==> src/rtl/syscall_print_string.sv <==
// rtl/syscall_print_string.sv - MIPS print_string syscall streamer (optional SYSCALL_PRINT_STATS_EN adds chars_total)
module syscall_print_string #(
  parameter int MAX_LEN = 1024,
  parameter int LEN_W   = 16
) (
  input  logic             clk,
  input  logic             reset,
  input  logic             start,
  input  logic [31:0]      str_addr,
  output logic             mem_re,
  output logic [31:0]      mem_addr,
  input  logic [31:0]      mem_rdata,
  output logic             out_valid,
  output logic [7:0]       out_char,
  input  logic             out_ready,
  output logic             busy,
  output logic             done,
  output logic             truncated,
  output logic [LEN_W-1:0] length
`ifdef SYSCALL_PRINT_STATS_EN
  ,
  output logic [31:0]      chars_total
`endif
);

  typedef enum logic [2:0] {IDLE, FETCH, WAIT, EMIT, DONE} state_t;

  state_t           state;
  logic [31:0]      ptr;
  logic [31:0]      word;
  logic [31:0]      ptr_inc;
  logic [LEN_W-1:0] length_inc;
  logic [7:0]       cur_byte;
  logic             fire;

  // Big-endian lane select: byte 0 of a word lives in its top bits.
  always_comb begin
    cur_byte = 8'h00;
    case (ptr[1:0])
      2'd0: cur_byte = word[31:24];
      2'd1: cur_byte = word[23:16];
      2'd2: cur_byte = word[15:8];
      2'd3: cur_byte = word[7:0];
      default: cur_byte = 8'h00;
    endcase
  end

  assign ptr_inc    = ptr + 32'd1;
  assign length_inc = length + LEN_W'(1);
  assign fire       = (state == EMIT) && (cur_byte != 8'h00) && out_ready;

  assign mem_re    = (state == FETCH);
  assign mem_addr  = {ptr[31:2], 2'b00};
  assign out_valid = (state == EMIT) && (cur_byte != 8'h00);
  assign out_char  = out_valid ? cur_byte : 8'h00;
  assign done      = (state == DONE);
  // Combinational so the CPU stalls in the very cycle the syscall decodes.
  assign busy      = ((state == IDLE) && start) || (state == FETCH) ||
                     (state == WAIT) || (state == EMIT);

  always_ff @(posedge clk) begin
    if (reset) begin
      state     <= IDLE;
      ptr       <= 32'd0;
      word      <= 32'd0;
      length    <= '0;
      truncated <= 1'b0;
    end else begin
      case (state)
        IDLE: begin
          if (start) begin
            ptr       <= str_addr;
            length    <= '0;
            truncated <= 1'b0;
            state     <= FETCH;
          end
        end
        FETCH: state <= WAIT;
        WAIT: begin
          word  <= mem_rdata;
          state <= EMIT;
        end
        EMIT: begin
          if (cur_byte == 8'h00) begin
            state <= DONE;
          end else if (out_ready) begin
            ptr    <= ptr_inc;
            length <= length_inc;
            if (length_inc == LEN_W'(MAX_LEN)) begin
              truncated <= 1'b1;
              state     <= DONE;
            end else if (ptr_inc[1:0] == 2'b00) begin
              state <= FETCH;
            end
          end
        end
        DONE:    state <= IDLE;
        default: state <= IDLE;
      endcase
    end
  end

`ifdef SYSCALL_PRINT_STATS_EN
  always_ff @(posedge clk) begin
    if (reset) begin
      chars_total <= 32'd0;
    end else if (fire) begin
      chars_total <= chars_total + 32'd1;
    end
  end
`endif

endmodule

==> config.mk <==
export PLATFORM = sky130hd
export DESIGN_NAME = syscall_print_string
export DESIGN_NICKNAME = d
export VERILOG_FILES = /design/src/rtl/syscall_print_string.sv
export SDC_FILE = /design/constraint.sdc
export NUM_CORES = 1
export LEC_CHECK = 0
export CORE_MARGIN = 10
export CORE_UTILIZATION = 50
export CTS_CLUSTER_SIZE = 16
export DETAILED_ROUTE_END_ITERATION = 10
export DONT_BUFFER_PORTS = 1
export SYNTH_ARGS = -nofsm -noshare
export SYNTH_HDL_FRONTEND = slang
export SYNTH_SLANG_ARGS = --single-unit
export TNS_END_PERCENT = 5
==> constraint.sdc <==
create_clock -name clk -period 3.4 [get_ports clk]
set_clock_uncertainty 0.05 [all_clocks]
set_input_delay 0.68 -clock clk [delete_from_list [all_inputs] [get_ports clk]]
set_output_delay 0.68 -clock clk [all_outputs]
set_load 0.02 [all_outputs]
==> results.cfg, run 1 <==
[outcome]
status = finished clean

[synthesis]
synth_compound_area_share_pct = 24.1
async_flop_share_pct = 0
netlist_area_mm2 = 0.00498
ys_warn_count = 0
yosysUniqueCellTypes = 53
synth_edf_count = 0
seq_area_frac_synth_pct = 33.8
synthAdderAreaFrac_pct = 1.76
synth_top_family_by_area = simple AND/OR/NAND/NOR gates
synthMuxAreaShare_pct = 0
synth-simple-area-share_pct = 28.4
ys_ff_latch = 84
synth_flop_cell = dfxtp_1
synthCells = 680
synthXorXnorAreaFrac_pct = 1.06
syn_area_per_cell_um2 = 7.32

[finish]
syn_to_final_growth_pct = -0.754
fin_cells = 752
antenna_cells = 0
final_cell_mix = 125 x nand2_1, 94 x a21oi_1, 82 x dfxtp_1, 53 x nor2_1, 21 x nand3_1
nFillCells = 1012
layout_commonest_cell = nand2_1
drive_gt1_share_pct = 6.46
multi_input_area_mm2 = 0.00276
fin_nets = 689
seq_area_mm2 = 0.00168

[min_path]
min_path_type = in -> reg
min_from = reset
whs_path_depth = 1

[timing]
setup_tns_ns = 0
period_needed_ns = 3.18
report.final.slew_viol_count = 0
worstMarginPinSlew_ns = 1.04
fin_crit_sh_pct = 93.6
slew_headroom_pct = 30.2
finalHoldViolCount = 0
grt_setup_unrepaired = no
layout_setup_ws_ns = 0.218
finalSetupViolCount = 0
fmax_mhz = 314

[clock_tree]
clk_latency_ns = 0.37
cts_tree = yes
cts_sinks = 84
ctsHoldBuffers = 0
path_clk_slew_ns = 0.09
cts_made_buffers = 9
cts-htree-levels = 3
clk_path_buf_depth = 2
root_buffer = clkbuf_8

[floorplan]
start_util_pct = 51.2
pin_count = 129
fp.dieW_um = 120
row_count = 36
die_area_mm2 = 0.0143
dieHeight_um = 120
coreArea_mm2 = 0.00973

[pwr]
max-vdd-ir-drop_mv = 0.187
power_leakage_nw = 1.70
sw_frac_of_total_pct = 34.7
comb_power_share_pct = 19.2
power_frac_clock_pct = 31.7
seqPwrFrac_pct = 49.1
p_per_area_mw_per_mm2 = 515
p_sw_mw = 0.881
p_int_mw = 1.66

[placed_design]
placed_cells = 733
port_buffers = 0
gp_congestion = 0.878
dpl.hpwl_mm = 9.77
dp_slack_ns = 0.460

[setup_path]
worstSetupPathDepth = 7
reg2reg_depth = 8
r2r_start = ptr[0]
endpoint = out_valid
cpMostUsedCell = inv_1
critPathMaxStageDelay_ns = 0.46
worst_setup_path_end_kind = output pin
crit_buf_inv = 2
cp_max_fo = 9
crit_path_start_kind = flop
worstPathCellList = inv_1, ha_1, a222oi_1, nand4_1, o21ai_1, a21o_1, inv_1
crit_family = compound AO/OA/AOI/OAI gates
critPathArrivalTime_ns = 2.45
cpMaxStageDelayCell = a222oi_1
rr_endpoint = ptr[22]
path_class = reg -> out
worstPathRequired_ns = 2.67
startpoint = ptr[0]
regToRegSetupSlack_ns = 0.65

[drt]
drt-total-wl_mm = 14.1
drt_iter0_markers = 491
wire_per_inst_um = 18.7
vias = 4629
ant_nets = 0
vias_per_cell = 6.16
post-route-drc-count = 0
dr.pass1.iters = 5

[global_routing]
grt_pass1_wl_mm = 22.4
grt_overflow = 0
grt_pass1_vias = 4300
grt_max_degree = 90
grtUsageTotal_pct = 18.8
antenna_found_initial = 0

[job]
maxCapViolations = 0
-- Yosys cell counts, drive strengths merged (3+ instances only) --
library cell	number	area share, %
o22ai	3	0.38
o21ai	36	3.6
nor4	7	1.5
clkbuf	33	2.5
a211oi	13	2.1
nand4	16	2.3
dfxtp	84	34
nor3	12	1.2
or3	6	0.75
inv	7	0.53
nand2b	8	1.0
xnor2	4	0.70
buf	56	7.8
o32ai	6	1.1
a311oi	3	0.53
a222oi	7	1.4
nor3b	3	0.45
nand2	125	9.4
ha	7	1.8
o31ai	7	1.1
nand3	21	2.1
a31oi	12	1.5
nor4b	3	0.96
and3	13	1.6
a22oi	7	1.1
and4	5	0.88
a21o	5	0.75
and2	5	0.73
nor2	53	4.0
a21oi	94	9.5
or4	3	0.45
-- state kept, by name (all words and copies together), names as in the netlist --
signal / flops
ptr: 32
word: 32
length: 16
state: 3
truncated: 1
-- cells by family after synthesis --
| family | Yosys count |
|---|---|
| fa+ha+maj | 7 |
| simple gates | 287 |
| flops | 84 |
| other cells | 1 |
| compound gates | 199 |
| buf+inv | 96 |
| xor+xnor | 6 |
-- how the worst min path moves through the flow --
stage,end,slack (ns)
2_1_floorplan,word[29],0.38
3_3_place_gp,word[23],0.40
3_5_place_dp,word[21],0.40
4_1_cts,ptr[9],0.32
5_1_grt,ptr[1],0.31
6_report,length[8],0.32
-- timing repair --
| action | in CTS | in global routing |
|---|---|---|
| setup endpoints to repair | 0 | 1 |
| setup buffers | 0 | 3 |
| gates resized for setup | 0 | 5 |
-- worst register-to-register path, cell delays in order, from the launching register on --
cell	delay (ns)
dfxtp_2	0.42
inv_1	0.10
ha_1	0.30
a222oi_1	0.46
nand4_1	0.22
o211ai_2	0.24
nand3_1	0.10
buf_4	0.29
a2111oi_0	0.45
-- cell type report --
class,count,share of cell area [%]
clock buffers,10,2.58
clock inverters,6,1.80
inverters,7,0.532
well taps,133,3.37
flip-flops and latches,84,34.1
multi-input cells,501,56.0
repair buffers,11,1.67
-- through the flow --
stage / total power, mW / instance area, um2 / util (%) / hold slack [ns]
after floorplan: 1.72 / 4980 / - / 0.381
after global placement: 1.74 / 4700 / 48.3 / 0.401
after detailed placement: 1.76 / 4700 / 48.3 / 0.400
after CTS: 2.55 / 4910 / 50.5 / 0.316
after global routing: 2.68 / 4940 / 50.8 / 0.309
final: 2.54 / 4940 / 50.8 / 0.317
-- power by group through the flow --
stage	combinational (mW)	clock, mW	sequential, mW
final	0.488	0.806	1.25
after global routing	0.554	0.856	1.27
after CTS	0.487	0.811	1.25
after detailed placement	0.483	0	1.27
after global placement	0.470	0	1.27
after floorplan	0.560	0	1.16
-- layer usage --
| metal | track usage [%] | up-vias | share of wire [%] |
|---|---|---|---|
| met3 | 7.31 | 19 | 9.8 |
| li1 | - | 2255 | - |
| met5 | 0 | - | 0 |
| met4 | 7.09 | 0 | 1.6 |
| met2 | 28.7 | 157 | 45 |
| met1 | 23.5 | 2198 | 43 |
(Power assumes the default switching activity.)
==> inputs of run 2 (changes only) <==
Clock period 3.4 ns to 3.44 ns, I/O delays scaled along.
==> run 2 against run 1 <==
Against the previous run: critical path depth did not move; combinational power fell by 2%; count of clock-buffer cells in the layout rose by 1; global-route usage fell by 0.47 points; core utilization fell by 0.66 points; worst setup slack got worse by 0.018 ns; sequential share of layout area rose by 0.45 points; flip-flop and latch count did not move; final cell count fell by 0.66%; final area fell by 1.3%; non-clock buffer count fell by 4; hold slack improved by 0.025 ns; critical path type unchanged; critical endpoint unchanged; largest cell class unchanged; highest routed layer unchanged.
==> results.cfg, run 2 (same netlist as run 1, synthesis figures left out) <==
[pwr]
max-vdd-ir-drop_mv = 0.266
total_power_mw = 2.41
power_leakage_nw = 1.67
p_per_area_mw_per_mm2 = 493

[clock_tree]
cts-htree-levels = 3
cts_made_buffers = 9
ctsHoldBuffers = 0
cts_tree = yes
path_clk_slew_ns = 0.09
cts_sinks = 84
clk_path_buf_depth = 2
root_buffer = clkbuf_8
clk_latency_ns = 0.36

[setup_path]
worstPathRequired_ns = 2.70
worst_setup_path_end_kind = output pin
reg2reg_depth = 8
critPathArrivalTime_ns = 2.50
regToRegSetupSlack_ns = 0.67
cp_max_fo = 9
path_class = reg -> out
crit_path_start_kind = flop

[timing]
finalHoldViolCount = 0
setup_tns_ns = 0
grt_setup_unrepaired = no
worstMarginPinSlew_ns = 1.05
report.final.slew_viol_count = 0
finalSetupViolCount = 0
fin_crit_sh_pct = 94.2
period_needed_ns = 3.24
slew_headroom_pct = 29.7
fmax_mhz = 309
layout_setup_ws_ns = 0.199

[placed_design]
placed_area_mm2 = 0.00469
gp_congestion = 0.839
port_buffers = 0
dpl.hpwl_mm = 9.68
placed_cells = 732
dp_slack_ns = 0.491

[floorplan]
row_count = 36
dieHeight_um = 120
die_area_mm2 = 0.0143
pin_count = 129
fp.dieW_um = 120
coreArea_mm2 = 0.00973
start_util_pct = 51.2

[drt]
ant_nets = 0
dr.pass1.iters = 6
post-route-drc-count = 0
vias_per_cell = 6.03
vias = 4505
wire_per_inst_um = 18.6
drt-total-wl_mm = 13.9
drt_iter0_markers = 449

[finish]
design_area_mm2 = 0.00488
fin_nets = 685
fin_cells = 747
antenna_cells = 0
drive_gt1_share_pct = 5.54
syn_to_final_growth_pct = -2.04
final_cell_mix = 125 x nand2_1, 94 x a21oi_1, 82 x dfxtp_1, 53 x nor2_1, 21 x nand3_1
reg_top3 = ptr x32, word x32, length x16
nFillCells = 1007
layout_commonest_cell = nand2_1

[outcome]
status = finished clean

[job]
maxCapViolations = 0

[min_path]
min_path_type = in -> reg
whs_path_depth = 1

[global_routing]
grt_pass1_vias = 4111
grt_overflow = 0
antenna_found_initial = 0
grtUsageTotal_pct = 18.3
grt_max_degree = 90
grt_pass1_wl_mm = 21.7
run 2: cell count changes in the layout (fill, tap and decap cells not counted):
cell	previous run	this run
buf_4	11	7
bufinv_16	2	1
clkbuf_1	1	2
clkinvlp_4	2	1
run 2: per-layer routing:
layer	part of all wire, %	vias to the layer above	wire, um	track usage, %
met5	0	-	0	0
met4	1.1	0	157	5.58
met3	9.9	14	1370	7.69
met2	44	162	6170	27.9
met1	45	2080	6180	23.2
li1	-	2249	-	-
run 2: final cells by class:
type	count	area (um2)	share of cell area (%)
Inverter	7	26.3	0.539
Sequential cell	84	1680	34.5
Timing Repair Buffer	7	52.6	1.08
Tap cell	133	166	3.41
Clock buffer	11	131	2.69
Clock inverter	4	51.3	1.05
Multi-Input combinational cell	501	2760	56.7
run 2: metrics by stage:
step,hold WS (ns),utilization [%]
after floorplan,0.381,-
after global placement,0.400,48.2
after detailed placement,0.401,48.2
after CTS,0.335,50.1
after global routing,0.327,50.1
final,0.342,50.1
run 2: report_power, final:
group	switching, mW	internal, mW
registers	0.170	1.06
clock network	0.361	0.333
logic	0.311	0.166
run 2: timing repair:
action                                  in CTS  in global routing
setup buffers                                0                  0
gates resized for setup                      0                  5
hold endpoints to repair                     0                  0
endpoints found under the setup margin       0                  1
run 2: critical path, cell delays in order (launching register included):
cell	delay, ns
dfxtp_2	0.42
inv_1	0.10
ha_1	0.30
a222oi_1	0.51
nand4_1	0.22
o21ai_1	0.21
a21o_1	0.21
inv_1	0.16
run 2: worst paths after layout:
| kind | from | to |
|---|---|---|
| worst min register to register | word[5] | word[5] |
| worst min-delay path | reset | ptr[10] |
| worst max register to register | ptr[0] | ptr[22] |
| worst max-delay path | ptr[0] | out_valid |
==> inputs of run 3 (changes only) <==
Settings changed: ABC_AREA set to 1, CAP_MARGIN set to 5.
==> run 3 against run 2 <==
Against the previous run: count of clock-buffer cells in the layout is 2 higher; worst setup slack better by 0.16 ns; hold slack worse by 0.0059 ns; synthesized cell count is 24% higher; sequential share of layout area is 3.0 points lower; maximum frequency is 5.0% higher; wire length is 7.3% higher; final cell count is 25% higher; core utilization is 1.8 points higher; first-iteration DRC count is 29% lower; clock power is 20% higher; non-clock buffer count is 2 higher; critical path type unchanged.
==> results.cfg, run 3 <==
[floorplan]
dieHeight_um = 123
row_count = 37
start_util_pct = 51.2
coreArea_mm2 = 0.0103
die_area_mm2 = 0.0150
fp.dieW_um = 123
pin_count = 129

[synthesis]
yosysUniqueCellTypes = 33
netlist.area_leader.share_pct = 31.9
yosysTopAreaCell = dfxtp_1
synthTopCellsByCount = 245 x nand2_1, 89 x nor2_1, 84 x dfxtp_1, 75 x a21oi_1, 75 x inv_1
netlist_area_mm2 = 0.00527
syn_area_per_cell_um2 = 6.26
ys_ff_latch = 84
ys_warn_count = 0
seq_area_frac_synth_pct = 31.9
synth_most_common_cell = nand2_1
async_flop_share_pct = 0
synthTopCellsByArea = dfxtp_1 32%, nand2_1 17%, a21oi_1 7.1%
synthCells = 841
synth_edf_count = 0
synth_flop_cell = dfxtp_1

[setup_path]
worstPathCellList = inv_1, ha_1, inv_2, o21ai_0, o21ai_1, nand2_1, nor2_2, nand2_4, nand2_8, nor2_1
worst_setup_path_end_kind = output pin
worstPathRequired_ns = 2.70
crit_path_start_kind = flop
cpMaxStageDelayCell = dfxtp_1
path_class = reg -> out
critPathMaxStageDelay_ns = 0.46
cp_max_fo = 10
critPathArrivalTime_ns = 2.35

[global_routing]
grtUsageTotal_pct = 19.8
antenna_found_initial = 0
grt_overflow = 0
grt_pass1_vias = 4665
grt_pass1_wl_mm = 23.7
grt_max_degree = 67

[finish]
fin_nets = 869
drive_gt1_share_pct = 5.26
syn_to_final_growth_pct = 1.38
fin_cells = 935
antenna_cells = 0
final_cell_mix = 245 x nand2_1, 89 x nor2_1, 84 x dfxtp_1, 75 x inv_1, 74 x a21oi_1
reg_top3 = ptr x32, word x32, length x16
fin_util_pct = 51.9
design_area_mm2 = 0.00534
layout_commonest_cell = nand2_1
nFillCells = 1108

[clock_tree]
cts-htree-levels = 3
cts_made_buffers = 9
ctsHoldBuffers = 0
clk_path_buf_depth = 2
cts_tree = yes
cts_sinks = 84
cts-resized-gates = 0
postCtsSetupBuffers = 0
root_buffer = clkbuf_8
path_clk_slew_ns = 0.08
clk_latency_ns = 0.37

[timing]
finalSetupViolCount = 0
slew_headroom_pct = 41.4
report.final.slew_viol_count = 0
worstMarginPinSlew_ns = 0.879
fin_crit_sh_pct = 89.7
finalHoldViolCount = 0
setup_tns_ns = 0
fmax_mhz = 324
timing.hold.ws_ns = 0.336
layout_setup_ws_ns = 0.355
period_needed_ns = 3.09
grt_setup_unrepaired = no

[placed_design]
placed_cells = 919
port_buffers = 0
placed_area_mm2 = 0.00510
dp_slack_ns = 0.775
dpl.hpwl_mm = 11.1
gp_congestion = 0.900

[pwr]
p_per_area_mw_per_mm2 = 792
power_leakage_nw = 2.08
max-vdd-ir-drop_mv = 0.318
total_power_mw = 4.23

[drt]
wire_per_inst_um = 15.9
post-route-drc-count = 0
dr.pass1.iters = 6
drt_iter0_markers = 321
vias_per_cell = 5.29
drt-total-wl_mm = 14.9
ant_nets = 0
vias = 4944

[job]
maxCapViolations = 0

[min_path]
min_path_type = in -> reg

[outcome]
status = finished clean
run 3: cell count changes after synthesis, moves of 13 or more:
cell     delta
nor2_1     +36
o21ai_0    +54
xor2_1     +13
and3_1     -13
nand2_1   +120
a21oi_1    -19
inv_1      +68
run 3: path summary, 6_finish.rpt:
check | start | cells past startpoint | slack, ns | end
setup / recovery | ptr[0] | 10 | 0.35 | out_char[2]
hold / removal | reset | 1 | 0.34 | ptr[2]
setup reg to reg | ptr[0] | 14 | 0.74 | ptr[0]
hold reg to reg | word[3] | 2 | 0.41 | word[3]
run 3: cell families (layout without fill, tap and decap cells):
logic type               after synthesis  after routing  share of synthesized area, %
AO/OA/AOI/OAI                        163            163                          15.9
XOR/XNOR                              22             22                          3.66
adder cells (fa/ha/maj)                7              7                          1.66
buffers and inverters                148            105                          13.6
flip-flops                            84             84                          31.9
other                                  1              2                        0.0712
AND/OR/NAND/NOR                      416            416                          33.2
run 3: per-layer routing:
| layer | vias to the layer above | GRT usage (%) | wire, um |
|---|---|---|---|
| met3 | 15 | 7.25 | 1080 |
| met5 | - | 0 | 0 |
| met4 | 0 | 5.30 | 211 |
| met1 | 2233 | 23.5 | 6450 |
| met2 | 130 | 32.9 | 7140 |
| li1 | 2566 | - | - |
run 3: power breakdown:
group	switching, mW	total, mW	internal (mW)
clock	0.361	0.830	0.469
combinational	1.13	1.65	0.519
sequential	0.487	1.75	1.26
run 3: layout make-up:
type	count	area, um2	share of cell area [%]
multi-input cells	610	2880	54.0
inverters	80	300	5.63
repair buffers	9	67.6	1.27
clock buffers	13	169	3.16
clock inverters	3	67.6	1.27
flip-flops and latches	84	1680	31.5
well taps	136	170	3.19
run 3: worst max-delay path, delay by kind of cell, from the launching register on:
kind | cells | cell delay [ns]
flip-flops | 1 | 0.46
adder cells (fa/ha/maj) | 1 | 0.31
AND/OR/NAND/NOR | 5 | 0.64
buffers and inverters | 2 | 0.28
AO/OA/AOI/OAI | 2 | 0.30
